## config.mk

```make
export PLATFORM = sky130hd
export DESIGN_NAME = bioz_sweep_sequencer
export DESIGN_NICKNAME = d
export VERILOG_FILES = /design/src/rtl/bioz_seq_pkg.sv /design/src/rtl/bioz_conv_framer.sv /design/src/rtl/bioz_sweep_sequencer.sv
export SDC_FILE = /design/constraint.sdc
export NUM_CORES = 1
export LEC_CHECK = 0
export BUFFER_PORTS_ARGS = -buffer_cell sky130_fd_sc_hd__buf_4
export CAP_MARGIN = 20
export CORE_ASPECT_RATIO = 0.8
export CORE_UTILIZATION = 59
export DETAILED_ROUTE_END_ITERATION = 6
export PLACE_DENSITY = 0.82
export SLEW_MARGIN = 10
export SYNTH_ARGS = -nofsm -noshare
export SYNTH_HDL_FRONTEND = slang
export SYNTH_SLANG_ARGS = --single-unit
```

## constraint.sdc

```tcl
create_clock -name clk_ADC -period 5.1 [get_ports clk_ADC]
set_input_delay 0.51 -clock clk_ADC [delete_from_list [all_inputs] [get_ports clk_ADC]]
set_output_delay 0.51 -clock clk_ADC [all_outputs]
set_load 0.02 [all_outputs]
```

## src/rtl/bioz_seq_pkg.sv

```systemverilog
// Shared types and constants for the BioZ sweep sequencer.
// Latency: n/a (types, constants and an elaboration-time helper only).
// Backpressure: n/a.
package bioz_seq_pkg;

    // Sequencer states. SETTLE is only reachable when AFE_SETTLE_EN is defined.
    typedef enum logic [2:0] {
        ST_IDLE   = 3'd0,
        ST_INIT   = 3'd1,
        ST_SETTLE = 3'd2,
        ST_RUN    = 3'd3,
        ST_DONE   = 3'd4
    } seq_state_t;

    // Default frame constants.
    localparam int DEF_CONV_CYCLES   = 15;
    localparam int DEF_CONV_PER_STEP = 64;
    localparam int DEF_RST_CYCLES    = 8;
    localparam int DEF_SETTLE_CONV   = 4;

    // Width of a counter or select holding 0..n-1. Never narrower than one bit.
    function automatic int clog2_min1(input int n);
        return (n <= 2) ? 1 : $clog2(n);
    endfunction

endpackage

```

## src/rtl/bioz_conv_framer.sv

```systemverilog
// Conversion framer: cycles cnt_conv 0..CONV_CYCLES-1 and issues ADC_Start.
// Latency: ADC_Start is registered and appears 2 cycles after en_i first rises.
// Backpressure: none; en_i low clears the frame on the next edge.
module bioz_conv_framer
    import bioz_seq_pkg::*;
#(
    parameter int CONV_CYCLES = DEF_CONV_CYCLES
) (
    input  logic clk_ADC,
    input  logic Reset,
    input  logic en_i,
    input  logic pulse_en_i,
    output logic adc_start_o,
    output logic frame_end_o
);

    localparam int            CW      = clog2_min1(CONV_CYCLES);
    localparam logic [CW-1:0] CNT_LAST = CW'(CONV_CYCLES - 1);
    localparam logic [CW-1:0] CNT_ONE  = CW'(1);

    logic [CW-1:0] cnt_conv_q, cnt_conv_d;
    logic          adc_start_q, adc_start_d;

    // Frame counter advance and start-pulse decode; idle frames park at zero.
    always_comb begin
        cnt_conv_d  = '0;
        adc_start_d = 1'b0;
        frame_end_o = en_i && (cnt_conv_q == CNT_LAST);
        if (en_i) begin
            cnt_conv_d  = (cnt_conv_q == CNT_LAST) ? '0 : cnt_conv_q + CNT_ONE;
            adc_start_d = pulse_en_i && (cnt_conv_q == CNT_ONE);
        end
    end

    // Frame state registers with synchronous reset.
    always_ff @(posedge clk_ADC) begin
        if (Reset) begin
            cnt_conv_q  <= '0;
            adc_start_q <= 1'b0;
        end else begin
            cnt_conv_q  <= cnt_conv_d;
            adc_start_q <= adc_start_d;
        end
    end

    assign adc_start_o = adc_start_q;

endmodule

```

## src/rtl/bioz_sweep_sequencer.sv

```systemverilog
// BioZ sweep sequencer: steps Fsel down, scans Row/Col, frames ADC conversions.
// Latency: first ADC_Start 2 cycles after RUN entry; Abort/Reset take effect next cycle.
// Backpressure: none; Start only honoured in IDLE/DONE. Optional AFE_SETTLE_EN adds blanked frames.
module bioz_sweep_sequencer
    import bioz_seq_pkg::*;
#(
    parameter int FSEL_W        = 4,
    parameter int FSEL_START    = 10,
    parameter int FSEL_STOP     = 0,
    parameter int CONV_CYCLES   = DEF_CONV_CYCLES,
    parameter int CONV_PER_STEP = DEF_CONV_PER_STEP,
    parameter int N_ROWS        = 4,
    parameter int N_COLS        = 4,
    parameter int RST_CYCLES    = DEF_RST_CYCLES,
    parameter int SETTLE_CONV   = DEF_SETTLE_CONV,
    localparam int ROW_W        = clog2_min1(N_ROWS),
    localparam int COL_W        = clog2_min1(N_COLS)
) (
    input  logic              clk_ADC,
    input  logic              Reset,
    input  logic              Start,
    input  logic              Abort,
    input  logic              Continuous,
    output logic [FSEL_W-1:0] Fsel,
    output logic [ROW_W-1:0]  Row,
    output logic [COL_W-1:0]  Col,
    output logic              Resetn,
    output logic              Clk_En,
    output logic              ADC_En,
    output logic              ADC_Start,
    output logic              StepNum,
    output logic              Busy,
    output logic              Done
);

    localparam int                RST_W     = clog2_min1(RST_CYCLES);
    localparam int                STEP_W    = clog2_min1(CONV_PER_STEP);
    localparam logic [RST_W-1:0]  RST_LAST  = RST_W'(RST_CYCLES - 1);
    localparam logic [STEP_W-1:0] STEP_LAST = STEP_W'(CONV_PER_STEP - 1);
    localparam logic [ROW_W-1:0]  ROW_LAST  = ROW_W'(N_ROWS - 1);
    localparam logic [COL_W-1:0]  COL_LAST  = COL_W'(N_COLS - 1);
    localparam logic [FSEL_W-1:0] FSEL_HI   = FSEL_W'(FSEL_START);
    localparam logic [FSEL_W-1:0] FSEL_LO   = FSEL_W'(FSEL_STOP);

    seq_state_t        state_q, state_d;
    logic [FSEL_W-1:0] fsel_q, fsel_d;
    logic [ROW_W-1:0]  row_q, row_d;
    logic [COL_W-1:0]  col_q, col_d;
    logic              stepnum_q, stepnum_d;
    logic [RST_W-1:0]  cnt_rst_q, cnt_rst_d;
    logic [STEP_W-1:0] cnt_step_q, cnt_step_d;

    logic frame_end;
    logic framer_en;
    logic rst_done;
    logic point_done;
    logic col_wrap, row_wrap, last_pt;
    logic enter_init;

`ifdef AFE_SETTLE_EN
    // After INIT and after every point advance the AFE gets blanked frames.
    localparam int               SET_W    = clog2_min1(SETTLE_CONV);
    localparam logic [SET_W-1:0] SET_LAST = SET_W'(SETTLE_CONV - 1);
    localparam seq_state_t       ST_NEXT  = ST_SETTLE;
    logic [SET_W-1:0] cnt_settle_q, cnt_settle_d;
    logic             settle_done;
    assign settle_done = (state_q == ST_SETTLE) && frame_end && (cnt_settle_q == SET_LAST);
`else
    localparam seq_state_t       ST_NEXT  = ST_RUN;
`endif

    // Frame counter runs only while the ADC is enabled; Abort stops it the same edge.
    assign framer_en = ((state_q == ST_RUN) || (state_q == ST_SETTLE)) && !Abort;

    bioz_conv_framer #(
        .CONV_CYCLES (CONV_CYCLES)
    ) u_framer (
        .clk_ADC     (clk_ADC),
        .Reset       (Reset),
        .en_i        (framer_en),
        .pulse_en_i  (state_q == ST_RUN),
        .adc_start_o (ADC_Start),
        .frame_end_o (frame_end)
    );

    assign rst_done   = (state_q == ST_INIT) && (cnt_rst_q == RST_LAST);
    assign point_done = (state_q == ST_RUN) && frame_end && (cnt_step_q == STEP_LAST);
    assign col_wrap   = (col_q == COL_LAST);
    assign row_wrap   = (row_q == ROW_LAST);
    assign last_pt    = (fsel_q == FSEL_LO) && row_wrap && col_wrap;
    assign enter_init = (state_d == ST_INIT) && (state_q != ST_INIT);

    // State register.
    always_ff @(posedge clk_ADC) begin
        if (Reset) begin
            state_q <= ST_IDLE;
        end else begin
            state_q <= state_d;
        end
    end

    // Next-state decode; Abort overrides everything including Start.
    always_comb begin
        state_d = state_q;
        if (Abort) begin
            state_d = ST_IDLE;
        end else begin
            case (state_q)
                ST_IDLE, ST_DONE: if (Start) state_d = ST_INIT;
                ST_INIT:          if (rst_done) state_d = ST_NEXT;
`ifdef AFE_SETTLE_EN
                ST_SETTLE:        if (settle_done) state_d = ST_RUN;
`endif
                ST_RUN: begin
                    if (point_done) begin
                        if (last_pt) state_d = Continuous ? ST_INIT : ST_DONE;
                        else         state_d = ST_NEXT;
                    end
                end
                default:          state_d = ST_IDLE;
            endcase
        end
    end

    // Moore outputs decoded from the current state.
    always_comb begin
        Resetn = 1'b1;
        Clk_En = 1'b1;
        ADC_En = 1'b0;
        Busy   = 1'b0;
        Done   = 1'b0;
        case (state_q)
            ST_INIT: begin
                Resetn = 1'b0;
                Clk_En = 1'b0;
                Busy   = 1'b1;
            end
            ST_SETTLE, ST_RUN: begin
                ADC_En = 1'b1;
                Busy   = 1'b1;
            end
            ST_DONE: Done = 1'b1;
            default: ;
        endcase
    end

    // Point/counter next-state: advance on the last frame of a point, reload on INIT entry.
    always_comb begin
        fsel_d     = fsel_q;
        row_d      = row_q;
        col_d      = col_q;
        stepnum_d  = stepnum_q;
        cnt_rst_d  = cnt_rst_q;
        cnt_step_d = cnt_step_q;
`ifdef AFE_SETTLE_EN
        cnt_settle_d = cnt_settle_q;
        if ((state_q == ST_SETTLE) && frame_end) begin
            cnt_settle_d = settle_done ? '0 : cnt_settle_q + SET_W'(1);
        end
`endif
        if (state_q == ST_INIT) begin
            cnt_rst_d = rst_done ? '0 : cnt_rst_q + RST_W'(1);
        end
        if ((state_q == ST_RUN) && frame_end) begin
            cnt_step_d = point_done ? '0 : cnt_step_q + STEP_W'(1);
        end
        if (point_done) begin
            stepnum_d = ~stepnum_q;
            col_d     = col_wrap ? '0 : col_q + COL_W'(1);
            if (col_wrap) begin
                row_d = row_wrap ? '0 : row_q + ROW_W'(1);
                // Fsel is held at the stop value on the final point.
                if (row_wrap && (fsel_q != FSEL_LO)) fsel_d = fsel_q - FSEL_W'(1);
            end
        end
        if (enter_init) begin
            fsel_d     = FSEL_HI;
            row_d      = '0;
            col_d      = '0;
            cnt_rst_d  = '0;
            cnt_step_d = '0;
`ifdef AFE_SETTLE_EN
            cnt_settle_d = '0;
`endif
        end
        // Abort leaves the scan position visible but drops all progress.
        if (Abort) begin
            stepnum_d  = 1'b0;
            cnt_rst_d  = '0;
            cnt_step_d = '0;
`ifdef AFE_SETTLE_EN
            cnt_settle_d = '0;
`endif
        end
    end

    // Point and counter registers.
    always_ff @(posedge clk_ADC) begin
        if (Reset) begin
            fsel_q     <= FSEL_HI;
            row_q      <= '0;
            col_q      <= '0;
            stepnum_q  <= 1'b0;
            cnt_rst_q  <= '0;
            cnt_step_q <= '0;
`ifdef AFE_SETTLE_EN
            cnt_settle_q <= '0;
`endif
        end else begin
            fsel_q     <= fsel_d;
            row_q      <= row_d;
            col_q      <= col_d;
            stepnum_q  <= stepnum_d;
            cnt_rst_q  <= cnt_rst_d;
            cnt_step_q <= cnt_step_d;
`ifdef AFE_SETTLE_EN
            cnt_settle_q <= cnt_settle_d;
`endif
        end
    end

    assign Fsel    = fsel_q;
    assign Row     = row_q;
    assign Col     = col_q;
    assign StepNum = stepnum_q;

endmodule

```

# --- After elaboration in Yosys (flattened, before gate mapping) ---
# Index checks and enable logic that the tools add are counted.
totals:
  regBits: 26
  inputBits: 5
  wordCells: 69
op_classes:
  add_sub_neg: 6
  n_eq_ne: 12
  muxes: 15
  bitwise: 2
  reduce_logical: 25
op_table:
  columns: ["op", "n"]
  rows:
  - ["3-bit 2-to-1 mux", 7]
  - ["1-bit logical AND", 10]
  - ["2-bit OR reduction", 5]
  - ["3-bit one-hot mux with 3 select lines", 1]
  - ["3-bit OR reduction", 3]
  - ["6-bit by 1-bit adder with 6-bit output, second input constant", 1]
  - ["3-bit by 1-bit == test with 1-bit output, second input constant", 2]
  - ["3-bit by 2-bit == test with 1-bit output, second input constant", 2]
  - ["3-bit == test, second input constant", 2]
  - ["6-bit == test, second input constant", 1]
  - ["6-bit 2-to-1 mux", 1]
  - ["2-bit by 1-bit adder with 2-bit output, second input constant", 2]
  - ["4-bit by 1-bit adder with 4-bit output, second input constant", 1]
  - ["2-bit == test, second input constant", 2]
  - ["4-bit by 1-bit == test with 1-bit output, second input constant", 1]
  - ["4-bit == test, second input constant", 1]
  - ["4-bit logical NOT", 1]
  - ["1-bit 2-to-1 mux", 4]
  - ["2-bit 2-to-1 mux", 2]
  - ["4-bit nonzero test", 1]
  - ["4-bit by 1-bit subtractor with 4-bit output, second input constant", 1]
  - ["3-bit by 1-bit adder with 3-bit output, second input constant", 1]
  - ["3-bit logical NOT", 1]
  - ["3-bit by 1-bit inequality test with 1-bit output, second input constant", 1]
  - ["5 further kinds", 6]

# --- Logic depth before layout (Yosys ltp) ---
# Gate-level depths: netlist of run 1.
logic_depth:
  ltp_word: 12
  depth_mapped: 8
  depth_no_buf: 7

# --- Hierarchy ---
# Synthesis of run 1 repeated with hierarchy kept, for this count alone.
unflattened:
  cells_unflattened: 150
  hier_area_um2: 1358.8
modules_own_cells:
  columns: ["mod", "instances", "cells_each", "area_each_um2"]
  rows:
  - ["bioz_sweep_sequencer", 1, 128, 1117.3]
  - ["bioz_conv_framer", 1, 22, 241.5]

# --- Least setup slack after synthesis of run 1 ---
# OpenSTA, ideal clock, no wires.
synth_path:
  kind: "register to register"
  start: "register fsel_q[0], in the netlist Fsel[0]"
  end: "register cnt_rst_q[0]"
  setup_time_ps: 122
  arrival_ps: 2218
  setup_slack_ps: 2760
  path_stages_with_launch: 8
  cell_sequence: "dfxtp_1 > inv_1 > ha_1 > or3b_1 > or4_4 > a311o_1 > o21ai_4 > nor2_1"
synth_via:
  elab_chain_cells: 10
synth_rtl:
  columns: ["element", "line", "source"]
  rows:
  - ["from (decl)", "bioz_sweep_sequencer.sv:46", "logic [FSEL_W-1:0] fsel_q, fsel_d;"]
  - ["from (signal assigned)", "bioz_sweep_sequencer.sv:210", "fsel_q <= fsel_d;"]
  - ["4-bit logical NOT", "bioz_sweep_sequencer.sv:90", "assign last_pt = (fsel_q == FSEL_LO) && row_wrap && col_wrap;"]
  - ["1-bit logical AND (2 in a row)", "bioz_sweep_sequencer.sv:90", null]
  - ["3-bit 2-to-1 mux", "bioz_sweep_sequencer.sv:116", "if (last_pt) state_d = Continuous ? ST_INIT : ST_DONE;"]
  - ["3-bit 2-to-1 mux", "bioz_sweep_sequencer.sv:115", "if (point_done) begin"]
  - ["3-bit one-hot mux with 3 select lines", "bioz_sweep_sequencer.sv:108", "case (state_q)"]
  - ["3-bit 2-to-1 mux", "bioz_sweep_sequencer.sv:105", "if (Abort) begin"]
  - ["3-bit by 1-bit == test with 1-bit output", "bioz_sweep_sequencer.sv:91", "assign enter_init = (state_d == ST_INIT) && (state_q != ST_INIT);"]
  - ["1-bit logical AND", "bioz_sweep_sequencer.sv:91", null]
  - ["3-bit OR reduction (no line)", null, null]
  - ["to (signal assigned)", "bioz_sweep_sequencer.sv:214", "cnt_rst_q <= cnt_rst_d;"]
  - ["to (decl)", "bioz_sweep_sequencer.sv:50", "logic [RST_W-1:0] cnt_rst_q, cnt_rst_d;"]
# No other way between the ends.
# A chain may end at the register's enable or synchronous reset.

# --- Final worst setup path of run 1 ---
layout_path:
  start: "register fsel_q[0], in the netlist Fsel[0]"
  end: "register cnt_rst_q[1]"
# The elaborated chain is that of the path after synthesis.

==> results of run 1 <==
## through the flow
| stage | power, W | cells | hold WS (ns) | cell area [sq um] |
|---|---|---|---|---|
| 2_1_floorplan | 0.000222 | 154 | 0.436 | 1350 |
| 3_3_place_gp | 0.000228 | 195 | 0.447 | 1500 |
| 3_5_place_dp | 0.000229 | 195 | 0.462 | 1500 |
| 4_1_cts | 0.000369 | 199 | 0.346 | 1560 |
| 5_1_grt | 0.000378 | 199 | 0.334 | 1560 |
| 6_report | 0.000365 | 199 | 0.359 | 1560 |
## layout make-up
cell class | count | area (sq um)
repair buffers | 19 | 143
well taps | 25 | 31.3
clock inverters | 1 | 30.0
clock buffers | 3 | 22.5
fillers | 169 | 602
inverters | 7 | 26.3
multi-input cells | 118 | 783
flip-flops and latches | 26 | 520
## sequential cells by signal, indices dropped and copies added, names as in the netlist
signal / cells
cnt_step_q: 6
cnt_rst_q: 3
Col: 2
state_q: 3
Fsel: 4
StepNum: 1
Row: 2
u_framer.cnt_conv_q: 4
u_framer.adc_start_o: 1
## power by group
part           total (W)  switching (W)  internal, W
sequential      0.000205    0.000000872     0.000204
clock           0.000140      0.0000605    0.0000796
combinational  0.0000199      0.0000118   0.00000807
total           0.000365      0.0000732     0.000291
## final timing paths
kind | start | end | slack (ns)
worst min register to register | cnt_rst_q[1] | cnt_rst_q[1] | 0.48
worst max register to register | Fsel[0] | cnt_rst_q[1] | 2.65
worst max-delay path | Fsel[0] | cnt_rst_q[1] | 2.65
worst min-delay path | Reset | state_q[0] | 0.36
## per-layer routing
layer  part of all wire (%)  wire, microns  GRT usage [%]
met4                    2.0             53           11.5
met2                     49           1330           41.0
met5                      0              0              0
met3                    3.7             98           6.88
met1                     45           1200           29.7
## worst max-delay path, cell delays in order (launching register included)
cell     delay (ns)
dfxtp_1        0.36
inv_1          0.11
ha_1           0.16
or3b_1         0.38
or4_4          0.53
a311o_1        0.45
o21ai_4        0.27
a21oi_1        0.08
## placed cells by master (no fill, tap or decap), types with 2 or more instances in the layout
| cell | synthesis | routed |
|---|---|---|
| dfxtp_1 | 26 | 26 |
| nor2_1 | 22 | 22 |
| buf_4 | 1 | 19 |
| nand2_1 | 15 | 15 |
| a21oi_1 | 14 | 14 |
| ha_1 | 10 | 10 |
| inv_1 | 7 | 7 |
| nand3_1 | 7 | 7 |
| xnor2_1 | 5 | 5 |
| nor3_1 | 4 | 4 |
| nand3b_1 | 3 | 3 |
| nand4_1 | 3 | 3 |
| or3_1 | 3 | 3 |
| xor2_1 | 3 | 3 |
| clkbuf_4 | 0 | 3 |
| and2_1 | 2 | 2 |
| nand2b_1 | 2 | 2 |
| or3b_2 | 2 | 2 |
| nor2b_1 | 2 | 2 |
| o21ai_0 | 2 | 2 |
## Yosys cell counts (2+ instances only)
library cell  instances
nand2_1              15
inv_1                 7
and2_1                2
xor2_1                3
nand3b_1              3
nand4_1               3
a21oi_1              14
ha_1                 10
xnor2_1               5
nand2b_1              2
nor2_1               22
or3b_2                2
nand3_1               7
dfxtp_1              26
nor2b_1               2
nor3_1                4
o21ai_0               2
or3_1                 3
## logic make-up after synthesis
| logic type | count (synthesis) | share of synthesized area [%] |
|---|---|---|
| compound gates | 25 | 14.2 |
| xor+xnor | 8 | 5.20 |
| fa+ha+maj | 10 | 9.29 |
| buf+inv | 10 | 3.16 |
| flops | 26 | 38.7 |
| simple gates | 75 | 29.5 |
==> summary.md, run 1 <==
| Metric | Value |
|---|---|
| Root buffer cell | clkbuf_4 |
| Detailed-route DRC error count | 0 |
| Post-synth top area share | just under 40% |
| H-tree Lvls | 1 |
| Nets | 190 |
| CP endpoint kind | flop |
| Leakage Power | about 0.6 nW |
| EDFF count, synth | 0 |
| Via Count | roughly 1100 |
| Mapped cell area | about 1300 sq um |
| CTS tree | done |
| Global placement routability congestion | 0.815 |
| Initial antenna violation count | 0 |
| Antenna cells | 0 |
| RSZ-0062 raised after global routing | no |
| First-pass GRT wire length | roughly 4600 microns |
| Largest net degree at the start of global routing | 16 |
| Core Region | 2160 sq um |
| Final WL | between 2000 and 3000 microns |
| Slew HR | around half |
| PwrDens | about 230 nW/um^2 |
| Syn Inst Count | 154 |
| Required time worst endpoint | between 5 and 6 ns |
| Crit path kind | flop to flop |
| Worst-case reg-to-reg path depth | 7 |
| Dpl hpwl | 2110 microns |
| Leading area contributor after synthesis | dfxtp_1 |
| PnR worst setup slack | approximately 2.7 ns |
| Die X-Extent | ~55 microns |
| Die area | about 2500 sq um |
| CP max FO | 9 |
| #FFs+latches synth | 26 |
| Final Critical Period | roughly 2.4 ns |
| MaxCap Viol Count | 0 |
| Drt first-iter violations | 36 |
| Worst EP arrival | ~2.7 ns |
| Worst-Margin Slew | 0.720 ns |
| Vias in the first global route | about 1000 |
| Ports | 20 |
| Top_reg_cell synth | dfxtp_1 |
| Fin Clk Skew | roughly 0.007 ns |
| Vias/cell | about 5.7 |
| Hold Fails Final Rpt | 0 |
| Final setup viols | 0 |
| Synth area leaders | dfxtp_1, ha_1, nor2_1, a21oi_1, nand2_1 |
| Drt wl/cell | around 13 microns |
| Tcrit/Tclk final | 47.9% |
| Resize count post-CTS | 0 |
| Port-buffer cells | 19 |
| # rows | 15 |
| Crit path launch type | flop |
| Share of cells above drive strength 1 | between 10% and 20% |
| Highest clock rate | 409 MHz |
| Number of post-CTS setup repair buffers | 0 |
| Worst slack at placement | approximately 2.7 ns |
| Peak supply drop | 0.264 mV |
| Post-synthesis cell type count | 40 |
| CTS sink cnt | 26 |
| Initial core utilization | between 60 and 70% |
| DRT Pass-1 Iters | 4 |
| YS warnings | 0 |
| Fin. max-slew vios | 0 |
| Hold-fix buffers, CTS | 0 |
| Mapped Nets | 169 |
| Layout area overhead | 15.6% |
| Fin util | 72.1% |
| CTS Buf Count | 3 |
| Outcome | completed |
| Clk buf depth | 2 |
| Total negative slack | 0 ns |
| Syn Area/Cell | 8.74 sq um |
| Worst-path clk slew | around 0.14 ns |
| Min-Delay Path Depth | 2 |
| Later-pin clock latency in the skew report | between 0.3 and 0.4 ns |
| Asr flop ratio synth | 0% |
| GR Util All Layers | between 20% and 30% |
| Seq/Total Area, Yosys | 38.7% |
| Die extent in y | 44.7 microns |
| Antenna viol nets, final | 0 |
| Worst hold path class | input port to flop |
| GRT overflow | 0 |
No activity file was read; power rests on OpenSTA's default activity.
==> run 2, diff against run 1 <==
Settings changed: ABC_AREA from default to 1, CORE_UTILIZATION 59 to 50, PLACE_DENSITY 0.82 to 0.74.
Clock period 5.1 ns to 2.1 ns, I/O delays scaled along.
==> summary.md, run 2 <==
| Metric | Value |
|---|---|
| Nets | 219 (+15%) |
| CTS tree | done |
| GR Util All Layers | 18.8% (-5.5 points) |
| Switch share | 23.4% (+3.3 points) |
| Peak supply drop | 0.295 mV (+12%) |
| Synth Area in Simple Gates | 30.6% (+1.1 points) |
| Seq/Total Area, Yosys | 37.9% (-0.81 points) |
| CP max FO | 9 (unchanged) |
| Post-Synth XOR/XNOR Area | 4.46% (-0.75 points) |
| Post-synth top area share | 37.9% (-0.81 points) |
| PnR worst setup slack | 0.220 ns (-2.43 ns) |
| Root buffer cell | clkbuf_4 |
| Hold-fix buffers, CTS | 0 (unchanged) |
| Fin. max-slew vios | 0 (unchanged) |
| Crit path kind | flop to flop |
| Core Region | 2520 sq um (+17%) |
| Share of cells above drive strength 1 | 20.3% (+1.3 points) |
| Commonest non-fill, non-tap cells in the layout | nor2_1, dfxtp_1, inv_1 |
| Sequential cell fraction of total power | 65.6% (+9.5 points) |
| H-tree Lvls | 1 (unchanged) |
| Worst hold path class | input port to flop |
| CTS Buf Count | 3 (unchanged) |
| Final WL | 2520 microns (-5.9%) |
| Die X-Extent | 60.6 microns (+9.4%) |
| Slew HR | 72.8% (+21 points) |
| Initial antenna violation count | 0 (unchanged) |
| Initial core utilization | 54.5% (-7.9 points) |
| Post-synthesis cell type count | 29 (-28%) |
| Largest register FFs | 6 (unchanged) |
| Fin Clk Skew | 0.00763 ns (+0.000820 ns) |
| Required time worst endpoint | 2.33 ns (-2.99 ns) |
| Synth Area in Adders | 9.10% (-0.19 points) |
| CTS sink cnt | 26 (unchanged) |
| MaxCap Viol Count | 0 (unchanged) |
| Outcome | completed |
| Top cells by instance count after synthesis | nor2_1, dfxtp_1, inv_1, nand2_1, nand3_1 |
| Later-pin clock latency in the skew report | 0.32 ns (about the same) |
| #FFs+latches synth | 26 (unchanged) |
| First-pass GRT wire length | 4330 microns (-5.1%) |
| Antenna viol nets, final | 0 (unchanged) |
| Worst slack at placement | 0.214 ns (-2.47 ns) |
| Die area | 2970 sq um (+20%) |
| YS warnings | 0 (unchanged) |
| Final setup viols | 0 (unchanged) |
| Drt wl/cell | 10.6 microns (-21%) |
| Resize count post-CTS | 0 (unchanged) |
| DRT Pass-1 Iters | 4 (unchanged) |
| Final Critical Period | 1.88 ns (-0.565 ns) |
| PwrDens | 479 nW/um^2 (+100%) |
| Number of post-CTS setup repair buffers | 0 (unchanged) |
| Layout area overhead | 14.7% |
| Via Count | 1146 (+0.44%) |
| Syn Inst Count | 181 (+18%) |
| RSZ-0062 raised after global routing | no |
| Gate power share | 6.2% (+0.7 points) |
| Internal power | 0.000579 W (+99%) |
| Sw power | 0.000177 W (+140%) |
| Top_reg_cell synth | dfxtp_1 |
| Port-buffer cells | 19 (unchanged) |
| Total negative slack | 0 ns (unchanged) |
| Detailed-route DRC error count | 0 (unchanged) |
| Ports | 20 (unchanged) |
| Crit path launch type | flop |
| Worst EP arrival | 2.11 ns (-0.55 ns) |
| Count leader, synth | nor2_1 |
| Tcrit/Tclk final | 89.5% (+42 points) |
| Largest family of logic cells by synthesized area | simple AND/OR/NAND/NOR gates |
| Commonest non-fill, non-tap cell in the layout | nor2_1 |
| Leading area contributor after synthesis | dfxtp_1 |
| Vias in the first global route | 1069 (+3.2%) |
| Leakage Power | 0.673 nW (+12%) |
| Worst-path clk slew | 0.14 ns (about the same) |
| Die extent in y | 48.9 microns (+9.3%) |
| Mapped Nets | 196 (+16%) |
| Vias/cell | 4.82 (-16%) |
| # rows | 16 (+1) |
| Hold Fails Final Rpt | 0 (unchanged) |
| Worst-Margin Slew | 0.406 ns (-0.314 ns) |
| Global placement routability congestion | 0.782 (-4.1%) |
| EDFF count, synth | 0 (unchanged) |
| Syn Area/Cell | 7.60 sq um (-13%) |
| Synth Area in Compound Gates | 7.64% (-6.6 points) |
| Highest clock rate | 532 MHz (+30%) |
| Antenna cells | 0 (unchanged) |
| Clk buf depth | 2 (unchanged) |
| CP endpoint kind | flop |
| Drt first-iter violations | 32 (-11%) |
| Dpl hpwl | 2040 microns (-2.9%) |
| Reg with most FFs | cnt_step_q |
| Asr flop ratio synth | 0% (unchanged) |
| GRT overflow | 0 (unchanged) |
| Synth area leaders | dfxtp_1, nor2_1, ha_1, inv_1, nand2_1 |
| Clock Power Share | 28.2% (-10 points) |
| Mapped cell area | 1380 sq um (+2.1%) |
| Mux contribution to synthesized area | 0.819% (+0.82 points) |
| Largest net degree at the start of global routing | 14 (-2) |
## run 2: routing by layer
metal | share of wire, % | GRT usage (%) | routed length [microns] | vias up
met5 | 0 | 0 | 0 | -
met4 | 0 | 1.14 | 0 | 0
met3 | 3.4 | 4.77 | 85 | 0
met2 | 48 | 32.8 | 1200 | 14
met1 | 49 | 24.2 | 1240 | 524
li1 | - | - | - | 608
## run 2: power by group through the flow
stage | Clock (W) | Combinational (W) | Sequential [W]
after floorplan | 0 | 0.0000297 | 0.000506
after global placement | 0 | 0.0000455 | 0.000506
after detailed placement | 0 | 0.0000473 | 0.000506
after CTS | 0.000222 | 0.0000474 | 0.000496
after global routing | 0.000244 | 0.0000521 | 0.000496
final | 0.000213 | 0.0000469 | 0.000496
## run 2: layout make-up
class                           instances  area, sq um
Fill cell                             242          945
Multi-Input combinational cell        121          723
Sequential cell                        26          520
Timing Repair Buffer                   19          143
Inverter                               33          124
Tap cell                               36         45.0
Clock buffer                            3         22.5
## run 2: final timing paths
kind                                              from             to  slack (ns)  cells after the start
worst max-delay path            u_framer.cnt_conv_q[0]  cnt_step_q[2]        0.22                     11
worst min register to register                 StepNum        StepNum        0.50                      2
worst min-delay path                             Reset     state_q[2]        0.08                      2
worst max register to register  u_framer.cnt_conv_q[0]  cnt_step_q[2]        0.22                     11
## run 2: cell families after synthesis
family / count (synthesis)
buffers and inverters: 34
AOI/OAI and AO/OA: 16
xor gates and xnor gates: 7
adders and majority gates: 10
DFF: 26
muxes: 1
and+or+nand+nor: 87
## run 2: through the flow
stage / hold WS, ns / power, W / instance area (sq um) / instances / utilization (%)
finish: 0.0802 / 0.000755 / 1580 / 238 / 62.5
detailed placement: 0.421 / 0.000554 / 1560 / 235 / 61.7
global placement: 0.411 / 0.000552 / 1560 / 235 / 61.7
global route: 0.0672 / 0.000792 / 1580 / 238 / 62.5
CTS: 0.0664 / 0.000765 / 1580 / 238 / 62.5
floorplan: 0.282 / 0.000536 / 1380 / 181 / -
## run 2: worst max-delay path: stages, from the launching register on
cell and delay (ns):
dfxtp_1 0.38, inv_1 0.07, ha_1 0.14, nand2_1 0.08
nor2_2 0.17, nand3_4 0.13, nor2_4 0.16, nand2_2 0.09
a21oi_4 0.18, nand4_4 0.12, nand2_2 0.20, nor2_1 0.07
==> run 3, diff against run 2 <==
Settings changed: CORE_UTILIZATION 50 to 55, PLACE_DENSITY 0.74 to 0.84, TNS_END_PERCENT from default to 100.
Clock period 2.1 ns to 1.8 ns, I/O delays scaled along.
==> summary.md, run 3 (synthesis gave the netlist of run 2 again) <==
| Metric | Value |
|---|---|
| Outcome | complete, but fails checks |
| Failing checks | design-rule violations |
| CP endpoint kind | flop |
| Peak supply drop | 0.490 mV (+66%) |
| CTS Buf Count | 3 (unchanged) |
| Initial antenna violation count | 0 (unchanged) |
| Highest clock rate | 559 MHz (+5.0%) |
| Drt first-iter violations | 102 (+220%) |
| Clk buf depth | 2 (unchanged) |
| Sw power | 0.000235 W (+33%) |
| Global placement routability congestion | 0.898 (+15%) |
| Drt wl/cell | 15.2 microns (+43%) |
| Gate power share | 6.9% (+0.7 points) |
| Worst EP arrival | 2.04 ns (-0.07 ns) |
| Worst hold path class | input port to flop |
| Vias in the first global route | 1193 (+12%) |
| Initial core utilization | 61.1% (+6.5 points) |
| Global route hottest layer | met2 |
| Required time worst endpoint | 2.05 ns (-0.28 ns) |
| RSZ-0062 raised after global routing | yes |
| Antenna viol nets, final | 0 (unchanged) |
| Detailed-route DRC error count | 2 (+2) |
| Reg with most FFs | cnt_step_q |
| MaxCap Viol Count | 0 (unchanged) |
| Fin. max-slew vios | 0 (unchanged) |
| Grt met1 use | 28.3% (+4.1 points) |
| First-pass GRT wire length | 5050 microns (+17%) |
| CTS sink cnt | 26 (unchanged) |
| CP max FO | 6 (-3) |
| Slew HR | 59.0% (-14 points) |
| Clock Power Share | 32.9% (+4.7 points) |
| Later-pin clock latency in the skew report | 0.34 ns (+0.02 ns) |
| Die extent in y | 46.7 microns (-4.5%) |
| Root buffer cell | clkbuf_4 |
| Final WL | 3730 microns (+48%) |
| Met2 GRT Util | 47.8% (+15 points) |
| Worst-Margin Slew | 0.612 ns (+0.206 ns) |
| Routing usage on met3 | 7.02% (+2.2 points) |
| Fin util | 79.8% (+17 points) |
| Tcrit/Tclk final | 99.5% (+9.9 points) |
| Vias/cell | 5.63 (+17%) |
| Nets | 236 (+7.8%) |
| Fill cells | 135 (-44%) |
| Crit path kind | flop to flop |
| Largest net degree at the start of global routing | 15 (+1) |
| Final Critical Period | 1.79 ns (-0.0896 ns) |
| GR Util All Layers | 25.2% (+6.4 points) |
| Die area | 2710 sq um (-8.8%) |
| Ports | 20 (unchanged) |
| Hold Fails Final Rpt | 0 (unchanged) |
| Layout area overhead | 30.8% |
| Final hold slack | 0.0125 ns (-0.0677 ns) |
| Finished Cell Area | 1800 sq um (+14%) |
| Tot Pwr | 0.000958 W (+27%) |
| PwrDens | 533 nW/um^2 (+11%) |
| CTS tree | done |
| Core Region | 2250 sq um (-11%) |
| Share of cells above drive strength 1 | 34.1% (+14 points) |
| Largest register FFs | 6 (unchanged) |
| Crit path launch type | flop |
| Placed cell area | 1560 sq um (about the same) |
| Commonest non-fill, non-tap cells in the layout | buf_4, nor2_1, inv_1 |
| Fin Clk Skew | 0.00442 ns (-0.00320 ns) |
| Sequential cell fraction of total power | 60.2% (-5.4 points) |
| DRT Pass-1 Iters | 6 (+2) |
| Antenna cells | 0 (unchanged) |
| Die X-Extent | 57.9 microns (-4.5%) |
| H-tree Lvls | 1 (unchanged) |
| Worst-path clk slew | 0.14 ns (about the same) |
| Port-buffer cells | 19 (unchanged) |
| Final setup viols | 0 (unchanged) |
| Leakage Power | 0.787 nW (+17%) |
| Internal power | 0.000723 W (+25%) |
| Dpl hpwl | 2250 microns (+9.9%) |
| Total negative slack | 0 ns (unchanged) |
| # rows | 15 (-1) |
| Via Count | 1379 (+20%) |
| Commonest non-fill, non-tap cell in the layout | buf_4 |
| GRT overflow | 0 (unchanged) |
| Switch share | 24.6% (+1.2 points) |
==> run 3: cell count changes in the layout (fill, tap and decap cells not counted), moves of 3 or more <==
cell     previous run  this run
dfxtp_1            26        21
nand3_1            13        10
buf_4              19        35
dfxtp_2             0         4
nand2_4             0         4
nand3_2             0         3
nor2_1             35        31
==> run 3: worst max-delay path, cell delays in order (launching register included) <==
cell and delay [ns]:
dfxtp_2 0.42, ha_4 0.16, nand3_2 0.09, nor2_4 0.18
inv_2 0.08, nor2_4 0.11, nand2_2 0.07, a21oi_4 0.18
nand4_4 0.19, nand2_4 0.16, nor2_1 0.05
==> run 3: path summary, 6_finish.rpt <==
check             depth (start not counted)  slack, ns                endpoint              startpoint
setup / recovery                         10       0.01                 Fsel[0]           cnt_step_q[0]
hold / removal                            2       0.01              state_q[0]                   Reset
setup reg to reg                         10       0.01                 Fsel[0]           cnt_step_q[0]
hold reg to reg                           1       0.47  u_framer.cnt_conv_q[0]  u_framer.cnt_conv_q[0]
==> run 3: power groups by stage <==
stage	Clock [W]	Combinational, W	Sequential, W
floorplan	0	0.0000347	0.000591
global placement	0	0.0000546	0.000591
detailed placement	0	0.0000564	0.000591
CTS	0.000304	0.0000596	0.000578
global route	0.000329	0.0000709	0.000577
finish	0.000315	0.0000661	0.000577
==> run 3: cell type report <==
cell class | instances | area (sq um) | share of cell area (%)
multi-input combinational | 122 | 812 | 45.2
sequential | 26 | 529 | 29.4
timing repair buffer | 35 | 263 | 14.6
inverter | 33 | 126 | 7.03
clock buffer | 4 | 36.3 | 2.02
tap | 25 | 31.3 | 1.74
==> run 3: through the flow <==
stage               setup slack [ns]  std cells
floorplan                      0.185        181
finish                       0.00959        245
CTS                          0.00182        231
global route                 -0.0988        245
global placement              0.0946        226
detailed placement          -0.00654        226
==> run 3: routing by layer <==
layer	up-vias	wire length, microns
met5	-	0
met4	0	142
met3	26	230
met2	71	1820
met1	635	1530
li1	647	-
==> run 3: repair_timing <==
item                                    in CTS  in global routing
buffers inserted                             1                 13
cloned                                       0                  1
hold buffers                                 0                  0
endpoints found under the setup margin      12                 17
gates resized for setup                      4                 22
hold endpoints to repair                     0                  0
pin swaps                                    1                 11
